===== config.mk =====
export PLATFORM = sky130hd
export DESIGN_NAME = lpa_tile_sequencer
export DESIGN_NICKNAME = d
export VERILOG_FILES = /design/src/rtl/lpa_tile_sequencer_pkg.sv /design/src/rtl/axis_lane_fork.sv /design/src/rtl/lpa_tile_sequencer.sv
export SDC_FILE = /design/constraint.sdc
export NUM_CORES = 1
export LEC_CHECK = 0
export BUFFER_PORTS_ARGS = -buffer_cell sky130_fd_sc_hd__buf_2
export CORE_UTILIZATION = 55
export CTS_CLUSTER_SIZE = 24
export DETAILED_ROUTE_END_ITERATION = 8
export GPL_TIMING_DRIVEN = 0
export PLACE_DENSITY = 0.85
export SYNTH_ARGS = -nofsm -noshare
export SYNTH_HDL_FRONTEND = slang
export SYNTH_SLANG_ARGS = --single-unit
export TNS_END_PERCENT = 50

===== constraint.sdc =====
create_clock -name clk -period 7.8 [get_ports clk]
set_clock_uncertainty 0.2 [all_clocks]
set_input_delay 1.17 -clock clk [delete_from_list [all_inputs] [get_ports clk]]
set_output_delay 1.17 -clock clk [all_outputs]
set_load 0.01 [all_outputs]

===== src/rtl/lpa_tile_sequencer_pkg.sv =====
// Shared types and helpers for the linear-processing-array tile sequencer.
// Holds the state encoding, a popcount helper and the result-counter width rule.
package lpa_tile_sequencer_pkg;

    typedef enum logic [2:0] {
        ST_IDLE  = 3'd0,
        ST_RUN   = 3'd1,
        ST_DRAIN = 3'd2,
        ST_DONE  = 3'd3,
        ST_ERROR = 3'd4
    } seq_state_e;

    localparam int POPCOUNT_MAX = 64;

    function automatic int unsigned popcount(input logic [POPCOUNT_MAX-1:0] v);
        int unsigned n;
        n = 0;
        for (int i = 0; i < POPCOUNT_MAX; i++) begin
            if (v[i]) n++;
        end
        return n;
    endfunction

    // Wide enough for tiles * PE_NUMBER_I plus one spare bit.
    function automatic int rslt_cnt_width(input int tile_width, input int pe_number_i);
        return tile_width + $clog2(pe_number_i) + 1;
    endfunction

endpackage


===== src/rtl/axis_lane_fork.sv =====
// Broadcasts one ready/valid beat to N lanes; each lane takes the beat exactly once,
// in any order, and the upstream beat retires only when every lane has it.
module axis_lane_fork #(
    parameter int N = 4
) (
    input  logic         clk,
    input  logic         rst,
    input  logic         en,
    input  logic         s_tvalid,
    output logic         s_tready,
    output logic         beat,
    output logic [N-1:0] m_tvalid,
    input  logic [N-1:0] m_tready
);

    logic [N-1:0] sent;

    // NOTE: every output gets a value on every path, so no latch can be inferred.
    always_comb begin
        m_tvalid = '0;
        s_tready = 1'b0;
        if (en) begin
            m_tvalid = {N{s_tvalid}} & ~sent;
            s_tready = &(sent | m_tready);
        end
        beat = s_tready & s_tvalid;
    end

    // NOTE: sent is dropped whenever the fork is disabled so a later job never
    // inherits a half-delivered beat.
    always_ff @(posedge clk or posedge rst) begin
        if (rst) begin
            sent <= '0;
        end else if (!en || beat) begin
            sent <= '0;
        end else begin
            sent <= sent | (m_tvalid & m_tready);
        end
    end

endmodule


===== src/rtl/lpa_tile_sequencer.sv =====
// Sequences matrix-multiply jobs: forks the left-operand stream onto the array rows,
// frames dot products with tlast/tdest and watches array results for completion or abort.
module lpa_tile_sequencer #(
    parameter int PE_NUMBER_I    = 4,
    parameter int PE_NUMBER_J    = 4,
    parameter int DATA_WIDTH_L_R = 16,
    parameter int DEST_WIDTH     = 8,
    parameter int K_WIDTH        = 16,
    parameter int TILE_WIDTH     = 16
) (
    input  logic                                clk,
    input  logic                                rst,
    input  logic [K_WIDTH-1:0]                  cfg_k_len,
    input  logic [TILE_WIDTH-1:0]               cfg_tiles,
    input  logic                                start,
    input  logic                                clr,
    output logic                                busy,
    output logic                                done,
    output logic                                error,
    input  logic [PE_NUMBER_J*DATA_WIDTH_L_R-1:0] s_axis_tdata,
    input  logic                                s_axis_tvalid,
    output logic                                s_axis_tready,
    output logic [PE_NUMBER_J*DATA_WIDTH_L_R-1:0] m_axis_left_tdata,
    output logic [PE_NUMBER_J-1:0]              m_axis_left_tvalid,
    input  logic [PE_NUMBER_J-1:0]              m_axis_left_tready,
    output logic [PE_NUMBER_J-1:0]              m_axis_left_tlast,
    output logic [PE_NUMBER_J*DEST_WIDTH-1:0]   m_axis_left_tdest,
    input  logic [PE_NUMBER_I-1:0]              mon_down_tvalid,
    input  logic [PE_NUMBER_I-1:0]              mon_down_tready,
    input  logic                                err_unalligned_data,
    input  logic                                err_user_flag
);

    import lpa_tile_sequencer_pkg::*;

    localparam int RSLT_W = rslt_cnt_width(TILE_WIDTH, PE_NUMBER_I);

    seq_state_e            state, state_nxt;
    logic [K_WIDTH-1:0]    k_len_q, k_cnt;
    logic [TILE_WIDTH-1:0] tiles_q, tile_cnt;
    logic [RSLT_W-1:0]     rslt_cnt, rslt_sum, rslt_exp;
    logic                  beat, k_last, tile_last, job_last, err_in, cfg_zero;

    axis_lane_fork #(.N(PE_NUMBER_J)) u_fork (
        .clk      (clk),
        .rst      (rst),
        .en       (state == ST_RUN),
        .s_tvalid (s_axis_tvalid),
        .s_tready (s_axis_tready),
        .beat     (beat),
        .m_tvalid (m_axis_left_tvalid),
        .m_tready (m_axis_left_tready)
    );

    assign m_axis_left_tdata = s_axis_tdata;
    assign k_last            = (k_cnt == k_len_q - K_WIDTH'(1));
    assign tile_last         = (tile_cnt == tiles_q - TILE_WIDTH'(1));
    assign job_last          = beat & k_last & tile_last;
    assign m_axis_left_tlast = {PE_NUMBER_J{k_last}};
    assign m_axis_left_tdest = {PE_NUMBER_J{DEST_WIDTH'(tile_cnt)}};

    // Includes this cycle's results so DRAIN can finish on the very cycle they land.
    assign rslt_sum = rslt_cnt + RSLT_W'(popcount(POPCOUNT_MAX'(mon_down_tvalid & mon_down_tready)));
    assign rslt_exp = RSLT_W'(tiles_q) * RSLT_W'(PE_NUMBER_I);
    assign err_in   = err_unalligned_data | err_user_flag;
    assign cfg_zero = (cfg_k_len == '0) || (cfg_tiles == '0);

    always_ff @(posedge clk or posedge rst) begin
        if (rst) state <= ST_IDLE;
        else     state <= state_nxt;
    end

    always_comb begin
        state_nxt = state;
        busy      = 1'b0;
        done      = 1'b0;
        error     = 1'b0;
        case (state)
            ST_IDLE: begin
                if (start) state_nxt = cfg_zero ? ST_DONE : ST_RUN;
            end
            ST_RUN: begin
                busy = 1'b1;
                if (err_in)        state_nxt = ST_ERROR;
                else if (job_last) state_nxt = ST_DRAIN;
            end
            ST_DRAIN: begin
                busy = 1'b1;
                if (err_in)                    state_nxt = ST_ERROR;
                else if (rslt_sum >= rslt_exp) state_nxt = ST_DONE;
            end
            ST_DONE: begin
                done      = 1'b1;
                state_nxt = ST_IDLE;
            end
            ST_ERROR: begin
                error = 1'b1;
                if (clr) state_nxt = ST_IDLE;
            end
            default: state_nxt = ST_IDLE;
        endcase
    end

    // NOTE: sequential state uses non-blocking assignments only.
    always_ff @(posedge clk or posedge rst) begin
        if (rst) begin
            k_len_q  <= '0;
            tiles_q  <= '0;
            k_cnt    <= '0;
            tile_cnt <= '0;
            rslt_cnt <= '0;
        end else if (state == ST_IDLE && start) begin
            k_len_q  <= cfg_k_len;
            tiles_q  <= cfg_tiles;
            k_cnt    <= '0;
            tile_cnt <= '0;
            rslt_cnt <= '0;
        end else begin
            if (state == ST_RUN || state == ST_DRAIN) rslt_cnt <= rslt_sum;
            if (beat) begin
                if (k_last) begin
                    k_cnt    <= '0;
                    tile_cnt <= tile_cnt + TILE_WIDTH'(1);
                end else begin
                    k_cnt <= k_cnt + K_WIDTH'(1);
                end
            end
        end
    end

endmodule


==> impl_metrics.ini <==
[global_routing]
grt_pass1_vias = 6146
grt_max_degree = 69
grt_overflow = 0
grt_pass1_wl_um = 29800
antenna_found_initial = 0
grtUsageTotal_pct = 28.5

[drt]
vias_per_cell = 5.73
wl_met3_um = 1440
wl_per_cell_um = 15.4
first_pass_iters = 6
highest_layer = met4
wl_met2_um = 8880
ant_nets = 0
drt-met1-wl_um = 7860
drt_drc_violations_left = 0
drtIter0Drc = 455
drt_wl_total_um = 18500
vias = 6890

[timing]
setup_viol = 0
final_max_slew_viol_count = 0
finalCritPeriodShare_pct = 72.8
fin_crit_ns = 5.68
max_freq_mhz = 176
fin_setup_tns_ns = 0
finalHoldViolations = 0
worst_pin_slew_ns = 1.12
setup_ws_ns = 2.12
relSlewSlack_pct = 24.1
rsz0062_at_grt = false

[cts]
cts_buffers = 9
cts.clk_slew.worst_paths_ns = 0.07
clockRootBuffer = clkbuf_16
tritoncts = built
clkLatencyLatePin_ns = 0.35
postCtsResizedCells = 0
cts.sinks = 90
h-tree-depth = 3
hold_buffers = 0
post_cts_buffers = 0
cts_buffer_depth = 2

[worst_setup_path]
crit_family = compound AO/OA/AOI/OAI gates
cp_common_cell = ha_1
cp-start-kind = input port
reg2reg_slack_ns = 3.42
worst-path-buf-inv = 1
crit_chain = buf_2, and2_1, ha_1, xnor2_1, ha_1, mux2_2, ha_1, a21o_1, a21oi_1, o21a_1, nor4b_1, xor2_1, ha_1, a21o_1, a21oi_1, o21a_1, o21ai_0, o31a_1, a31o_2
worst_ep_required_time_ns = 7.84
cp-end-kind = flop
crit_fanout = 6
slowest_stage = nor4b_1
crit_arrival_ns = 5.72
critPathMaxStageDelay_ns = 0.96
path_class = input port to flop

[synth]
synth_seq_area_share_pct = 31.4
yosysUniqueCellTypes = 71
yosys-top-cells-area = dfrtp_1 (31%), buf_4 (10%), nand2_1 (5.3%)
synth_fp_nets = 999
netlist.area_leader.share_pct = 31.4
syn-instance-count = 856
syn_area_mm2 = 0.00717
ys_warn_count = 0
synth_top_area_cell = dfrtp_1
synth-edff-count = 0
ys_seq_elements = 90
async_flop_share_pct = 100
synth.avg_cell_area_um2 = 8.38
ys.flop_type = dfrtp_1

[cells_and_area]
nFillCells = 1074
n_antenna_cell = 0
final_cell_mix = buf_2 (164), nand2_1 (102), buf_4 (101), dfrtp_1 (90), o21ai_0 (45)
nets = 1171
area_growth_pct = 18.8
mostFrequentLayoutCell = buf_2
layout-drive-gt1-share_pct = 30.0
fin_util_pct = 67.2

[placement]
routabilityCongestion = 0.930
hpwlAfterDp_um = 14300
place_ws_ns = 1.57
numPortBuffers = 158

[floorplan]
core_area_mm2 = 0.0127
die-width_um = 116
die_height_um = 116
dieArea_mm2 = 0.0135
initial_utilization_pct = 56.6
num_rows = 41
io_pins = 223

[pwr]
leakage_uw = 0.00437
p_per_area_mw_per_mm2 = 249
p_total_uw = 2120
peakVddDrop_mv = 0.196

[worst_hold_path]
hp-class = flop to flop

[outcome]
status = finished clean

[flow_run]
drv_cap = 0
[sequential cells by signal, summed over array words and instances (netlist names)]
| name | flops |
|---|---|
| state | 3 |
| u_fork.sent | 4 |
| k_len_q | 16 |
| rslt_cnt | 19 |
| tile_cnt | 16 |
| tiles_q | 16 |
| k_cnt | 16 |
[per-layer routing]
layer | track usage (%) | up-vias
li1 | - | 3275
met1 | 38.2 | 3245
met3 | 4.31 | 37
met4 | 9.15 | 0
met2 | 47.5 | 333
met5 | 0 | -
[kinds of logic (layout without fill, tap and decap cells)]
logic type                 Yosys count  after routing  synth area share [%]
and+or+nand+nor                    319            319                  24.2
buffers and inverters              181            356                  15.0
AOI/OAI and AO/OA                  165            165                  15.3
DFF                                 90             90                  31.4
xor gates and xnor gates            64             64                  7.81
adders and majority gates           28             28                  4.99
muxes                                8              8                  1.15
other                                1              1                0.0523
[cell usage after synthesis, drive strengths merged, types with 19 or more instances]
library cell and number:
nand3 24, clkbuf 26, ha 27, xor2 23, nor2 33, buf 111
nand4 19, a21oi 26, xnor2 41, a21o 23, dfrtp 90, nor3 24
o21ai 45, and3 23, nand2 102, inv 44, nor4 23
[final cells by class]
type,count,area (µm²),area share (%)
buffer,137,912,10.7
clock buffer,11,253,2.97
clock inverter,3,40.0,0.470
inverter,44,168,1.97
multi-input combinational,585,3850,45.2
sequential,90,2250,26.4
tap,172,215,2.53
timing repair buffer,161,831,9.75
[per-stage QoR]
stage	hold slack (ns)	cell area (µm²)	std cells
after floorplan	0.265	7170	856
after global placement	0.283	8180	1186
after detailed placement	0.302	8220	1188
after CTS	0.316	8520	1202
after global routing	0.340	8520	1203
final	0.318	8520	1203
[worst paths after layout]
| path | cells after the start | to | startpoint |
|---|---|---|---|
| max | 19 | state[0] | mon_down_tvalid[0] |
| min | 2 | rslt_cnt[2] | rslt_cnt[2] |
| max reg2reg | 12 | state[0] | k_len_q[0] |
| min reg2reg | 2 | rslt_cnt[2] | rslt_cnt[2] |
| max in group asynchronous | 3 | tile_cnt[6] | rst |
| min in group asynchronous | 2 | rslt_cnt[2] | rst |
[worst min-delay path, stage by stage (launching register included)]
cell,delay (ns)
dfrtp_1,0.35
nand3_1,0.06
o21ai_0,0.06
[power by group]
part / switching (µW) / internal, µW / leakage [µW]
clock: 185 / 261 / 0.000147
sequential: 124 / 567 / 0.00120
combinational: 591 / 392 / 0.00303
Note: power is estimated with default switching activity, not from simulation.
